--- src/rtl/mont_domain_conv.sv ---
// mont_domain_conv: streaming normal <-> Montgomery domain converter (R = 2^16) for Kyber coefficients.
// Optional macro CANON_OUT_EN adds a registered stage mapping results from (-Q, Q) into [0, Q).
module mont_domain_conv #(
  parameter int N    = 256,
  parameter int Q    = 3329,
  parameter int QINV = 62209,
  parameter int R2   = 1353
) (
  input  logic        clk,
  input  logic        rst,
  input  logic        in_valid,
  output logic        in_ready,
  input  logic [15:0] in_coeff,
  input  logic        in_mode,
  output logic        out_valid,
  input  logic        out_ready,
  output logic [15:0] out_coeff,
  output logic        out_last
);

  localparam int                 CW       = (N > 1) ? $clog2(N) : 1;
  localparam logic [CW-1:0]      CNT_MAX  = CW'(N - 1);
  localparam logic signed [31:0] MUL_TO   = 32'(R2);
  localparam logic signed [31:0] MUL_FROM = 32'sd1;
  localparam logic [15:0]        QINV16   = 16'(QINV);
  localparam logic signed [31:0] Q32      = 32'(Q);

  logic               en;
  logic               accept;
  logic [CW-1:0]      cnt;
  logic signed [31:0] a_ext;
  logic signed [31:0] mul_sel;
  logic signed [31:0] prod;

  logic               s1_valid;
  logic               s1_last;
  logic signed [31:0] s1_p;

  logic [15:0]        u_raw;
  logic signed [31:0] uq;
  logic signed [31:0] diff;

  logic               s2_valid;
  logic               s2_last;
  logic signed [15:0] s2_r;

  // One enable freezes every stage at once, so a stalled output also blocks the input.
  assign en       = !out_valid || out_ready;
  assign in_ready = en;
  assign accept   = in_valid && en;

  assign a_ext   = 32'(signed'(in_coeff));
  assign mul_sel = in_mode ? MUL_FROM : MUL_TO;
  assign prod    = a_ext * mul_sel;

  // NOTE: sequential state uses non-blocking assignments so every stage samples pre-edge values.
  always_ff @(posedge clk or posedge rst) begin
    if (rst) begin
      cnt <= '0;
    end else if (accept) begin
      cnt <= (cnt == CNT_MAX) ? '0 : cnt + 1'b1;
    end
  end

  always_ff @(posedge clk or posedge rst) begin
    if (rst) begin
      s1_valid <= 1'b0;
      s1_last  <= 1'b0;
      s1_p     <= '0;
    end else if (en) begin
      s1_valid <= in_valid;
      s1_last  <= in_valid && (cnt == CNT_MAX);
      s1_p     <= prod;
    end
  end

  // Montgomery reduction: low 16 bits of p - u*Q cancel exactly, so the shift is exact.
  assign u_raw = s1_p[15:0] * QINV16;
  assign uq    = 32'(signed'(u_raw)) * Q32;
  assign diff  = s1_p - uq;

  always_ff @(posedge clk or posedge rst) begin
    if (rst) begin
      s2_valid <= 1'b0;
      s2_last  <= 1'b0;
      s2_r     <= '0;
    end else if (en) begin
      s2_valid <= s1_valid;
      s2_last  <= s1_last;
      s2_r     <= 16'(diff >>> 16);
    end
  end

`ifdef CANON_OUT_EN
  localparam logic signed [15:0] Q16 = 16'(Q);

  logic               s3_valid;
  logic               s3_last;
  logic signed [15:0] s3_r;

  always_ff @(posedge clk or posedge rst) begin
    if (rst) begin
      s3_valid <= 1'b0;
      s3_last  <= 1'b0;
      s3_r     <= '0;
    end else if (en) begin
      s3_valid <= s2_valid;
      s3_last  <= s2_last;
      s3_r     <= s2_r[15] ? s2_r + Q16 : s2_r;
    end
  end

  assign out_valid = s3_valid;
  assign out_last  = s3_last;
  assign out_coeff = s3_r;
`else
  assign out_valid = s2_valid;
  assign out_last  = s2_last;
  assign out_coeff = s2_r;
`endif

endmodule

--- config.mk ---
export PLATFORM = sky130hd
export DESIGN_NAME = mont_domain_conv
export DESIGN_NICKNAME = d
export VERILOG_FILES = /design/src/rtl/mont_domain_conv.sv
export SDC_FILE = /design/constraint.sdc
export NUM_CORES = 1
export LEC_CHECK = 0
export CAP_MARGIN = 20
export CORE_MARGIN = 4
export CORE_UTILIZATION = 45
export DETAILED_ROUTE_END_ITERATION = 10
export PLACE_DENSITY = 0.62
export SYNTH_ARGS = -nofsm -noshare
export SYNTH_HDL_FRONTEND = slang
export SYNTH_SLANG_ARGS = --single-unit
--- constraint.sdc ---
create_clock -name clk -period 14.5 [get_ports clk]
set_input_delay 2.9 -clock clk [delete_from_list [all_inputs] [get_ports clk]]
set_output_delay 2.9 -clock clk [all_outputs]
set_load 0.01 [all_outputs]
* After elaboration in Yosys (flattened, before gate mapping) *
Index checks and enable logic that the tools add are counted.

storage, ports and cells
  register bits = 60
  output and inout port bits = 19
  word-level logic and storage cells = 19
  input bits = 21

cells by class
  $mul = 3
  reduce and logical (&&, ||, !) cells = 4
  equality and inequality tests = 1
  $add $sub $neg = 2
  muxes and demuxes = 2

operator list
  operator                  number
  $sub A32 B29 Y32          1
  $mul A16 B13 Y29 const B  1
  $mul A16 B12 Y28          1
  $mul A16 B13 Y16 const B  1
  $mux W11                  1
  $add A8 B1 Y8 const B     1
  $eq A8 B8 Y1 const B      1
  $mux W8                   1
  $logic_and A1 B1 Y1       2
  $logic_not A1 Y1          1
  $logic_or A1 B1 Y1        1

* Longest topological paths before layout *
  depth in word-level cells = 3
  gate-level depth with buffers = 30
  depth with buffers taken out = 30

* Worst setup path after synthesis *
No wires, ideal clock.

  kind = reg2reg
  start point = register s1_p[4]
  end point = register s2_r[15], in the netlist out_coeff[15]
  setup slack = 5.828 ns
  period minus slack after synthesis = 8.672 ns
  library setup time = 0.082 ns
  cell stages (with the launch flop) = 30
  arrival = 8.590 ns
  required time = 14.418 ns
  path through = dfrtp_1 -> ha_1 -> fa_1 -> inv_1 -> fa_1 -> inv_1 -> fa_1 -> ha_1 -> ha_1 -> ha_1 -> a21o_1 -> a21oi_1 -> xnor2_1 -> xnor2_1 -> ha_1 -> ha_1 -> inv_1 -> fa_1 -> fa_1 -> inv_1 -> ha_1 -> fa_1 -> inv_1 -> ha_1 -> a21o_1 -> a21oi_1 -> o211ai_1 -> a221o_1 -> a211o_1 -> a31oi_1

on the way
  cells in the longest elaborated chain, start to end = 3

ends and longest elaborated chain
  what                      line  text
  start: declaration        37    logic signed [31:0] s1_p;
  start signal: assignment  73    s1_p <= prod;
  $mul A16 B13 Y16          78    assign u_raw = s1_p[15:0] * QINV16;
  $mul A16 B13 Y29          79    assign uq = 32'(signed'(u_raw)) * Q32;
  $sub A32 B29 Y32 *        80    assign diff = s1_p - uq;
  end signal: assignment    90    s2_r <= 16'(diff >>> 16);
  end: declaration          45    logic signed [15:0] s2_r;

Mark *: on every way between the ends. The rest lies on a longest branch, timed or not.
A chain may end at the register's enable or synchronous reset.

* Final worst setup path *
Ends and elaborated chain as after synthesis.

==> reports/metrics.yaml <==
initialDrtViolationCount: 182
arrival_ps: 8660
synth-adder-area-share: 0.528
antenna_found_initial: 0
synth_top_family_by_area: "adder cells"
synth-simple-area-share: 0.0748
synth_cells: 997
finalSetupViolCount: 0
cts_tree: "done"
grt_pass1_wl_um: 30100
r2r_end: "out_coeff[15]"
setup.worst_path.class: "reg2reg"
hpwl_um: 14700
initial_core_util: 0.462
min_path_cells: 1
fill_cells: 1884
fin_skew_ps: 9.01
synthArstFlopShare: 1.00
via_per_inst: 4.82
slew_headroom: 0.518
hold-path-endpoint: "cnt[6]"
ys.flop_type: "dfrtp_1"
drive_gt1_frac: 0.0203
die_h_um: 153
path_common_cell: "ha_1"
numCtsBuffers: 5
grt_max_degree: 57
status: "finished, final reports clean"
die-area_um2: 23300
place_congestion: 0.800
post_synth_xor_area_fraction: 0.0522
critPathMaxFanout: 18
syn_avg_cell_area_um2: 9.43
h-tree-depth: 2
synth_seq_cells: 56
ctsRootBufferMaster: "clkbuf_16"
synth-edff-count: 0
synth_area_um2: 9400
dieWidth_um: 153
max-clock-path-buffers: 2
io_buffer_count: 39
yosysSeqAreaShare: 0.149
synth_compound_area_frac: 0.0890
vias: 6274
timing.fmax_mhz: 119
rrSetupSlack_ps: 6070
n_antenna_cell: 0
worst_hold_slack_ps: 472
core_um2: 20400
ioPinCount: 40
yosys-top-cells-area: "ha_1 31%, fa_1 22%, dfrtp_1 15%, inv_1 10%, xnor2_1 3.4%"
worstHoldPathType: "reg2reg"
clkTransAtPathRegs_ps: 90
worst_pin_slew_ps: 722
required_ps: 14730
clock-sinks: 56
critPathSlowestCell: "fa_1"
synth_top_area_frac: 0.313
cp_num_buf_inv: 6
syn_nets: 1354
overflow: 0
route.detailed.drc: 0
slew_violations: 0
end_kind: "flop"
hold_viol: 0
period_needed_ps: 8430
rsz0062_at_grt: "no"
yosys_warnings: 0
r2r_start: "s1_p[4]"
fin_tns_setup_ps: 0
post-synth-top-area-cell: "ha_1"
final.period_utilization: 0.581
antenna_left: 0
cpPeakStageDelay_ps: 540
drv_cap: 0
rows: 52
clock_latency_ps: 310
area.growth.synth_to_final_pct: 9.19
hp-start: "cnt[6]"
cts_setup_buffers: 0
ys_types: 47
cp_top_family: "adder cells"
critPathLaunchType: "flop"
finalNetCount: 1388
drt_wl_total_um: 17000
cts_hold_buffers: 0
reg2reg_depth: 30
cts_resized: 0
grt_usage: 0.152
routedWlPerCell_um: 13.1
synth.mux.area_fraction: 0.00120
grt_pass1_vias: 6378
drt_first_pass_iters: 4
flip-flops by register name, indices dropped and copies added (netlist names):
signal	count
s1_last	1
out_coeff	16
s1_p	28
out_valid	1
cnt	8
out_last	1
s1_valid	1
worst max-delay path by stage:
stage | cells after the start | to | from | slack [ps]
2_1_floorplan | 29 | out_coeff[15] | s1_p[4] | 5830
3_3_place_gp | 19 | s1_p[26] | in_mode | 6050
3_5_place_dp | 18 | s1_p[26] | in_mode | 5930
4_1_cts | 30 | out_coeff[15] | s1_p[4] | 6030
5_1_grt | 30 | out_coeff[15] | s1_p[1] | 5690
6_report | 30 | out_coeff[15] | s1_p[4] | 6070
synth_stat cells (3+ instances only):
cell and instances:
nor2b_1 19, dfrtp_1 56, a211o_1 4, ha_1 235, a211oi_1 6, and3_1 4
o2111ai_1 3, nor3_1 5, o21ai_0 28, o211ai_1 4, nand2_1 48, nand4_1 6
nand3b_1 4, nand2b_1 5, xnor2_1 37, clkbuf_1 13, or3_1 3, or2_2 3
buf_1 3, a21o_1 19, a31oi_1 6, a21oi_1 44, inv_1 250, fa_1 101
xor2_1 19, nor2_1 44
area by class of cell:
type                    count  area, µm²  area share
clock inverters             3       33.8     0.00329
clock buffers               5        125      0.0122
repair buffers             43        420      0.0409
well taps                 270        338      0.0329
flip-flops and latches     56       1400       0.136
inverters                 250        938      0.0914
multi-input cells         675       7010       0.683
placed cells by master (no fill, tap or decap), types with 5 or more instances in the layout:
cell type / count
a211oi_1: 6
a21o_1: 19
a21oi_1: 44
a31oi_1: 6
clkbuf_16: 5
clkdlybuf4s50_1: 39
dfrtp_1: 56
fa_1: 101
ha_1: 235
inv_1: 248
nand2_1: 48
nand2b_1: 5
nand4_1: 6
nor2_1: 44
nor2b_1: 18
nor3_1: 5
o21ai_0: 28
xnor2_1: 37
xor2_1: 19
stage by stage:
step	std cells	util	worst slack [ps]	cell area, µm²
final	1302	0.504	6070	10300
after global routing	1302	0.504	5690	10300
after CTS	1302	0.504	6030	10300
after detailed placement	1294	0.496	5930	10100
after global placement	1294	0.496	6050	10100
after floorplan	997	-	5830	9400
routing by layer:
layer,vias up,wire (µm),GRT usage
li1,3258,-,-
met1,2964,8700,0.223
met2,40,7920,0.252
met3,12,194,0.00966
met4,0,184,0.0284
met5,-,0,0
cells by family after synthesis:
| family | Yosys count |
|---|---|
| buffers and inverters | 266 |
| AOI/OAI and AO/OA | 133 |
| DFF | 56 |
| muxes | 1 |
| xor gates and xnor gates | 56 |
| and+or+nand+nor | 149 |
| adders and majority gates | 336 |
Power is left out: the tool's default activity adds up to more than one toggle a clock period on the data nets, which glitch-free logic cannot reach.
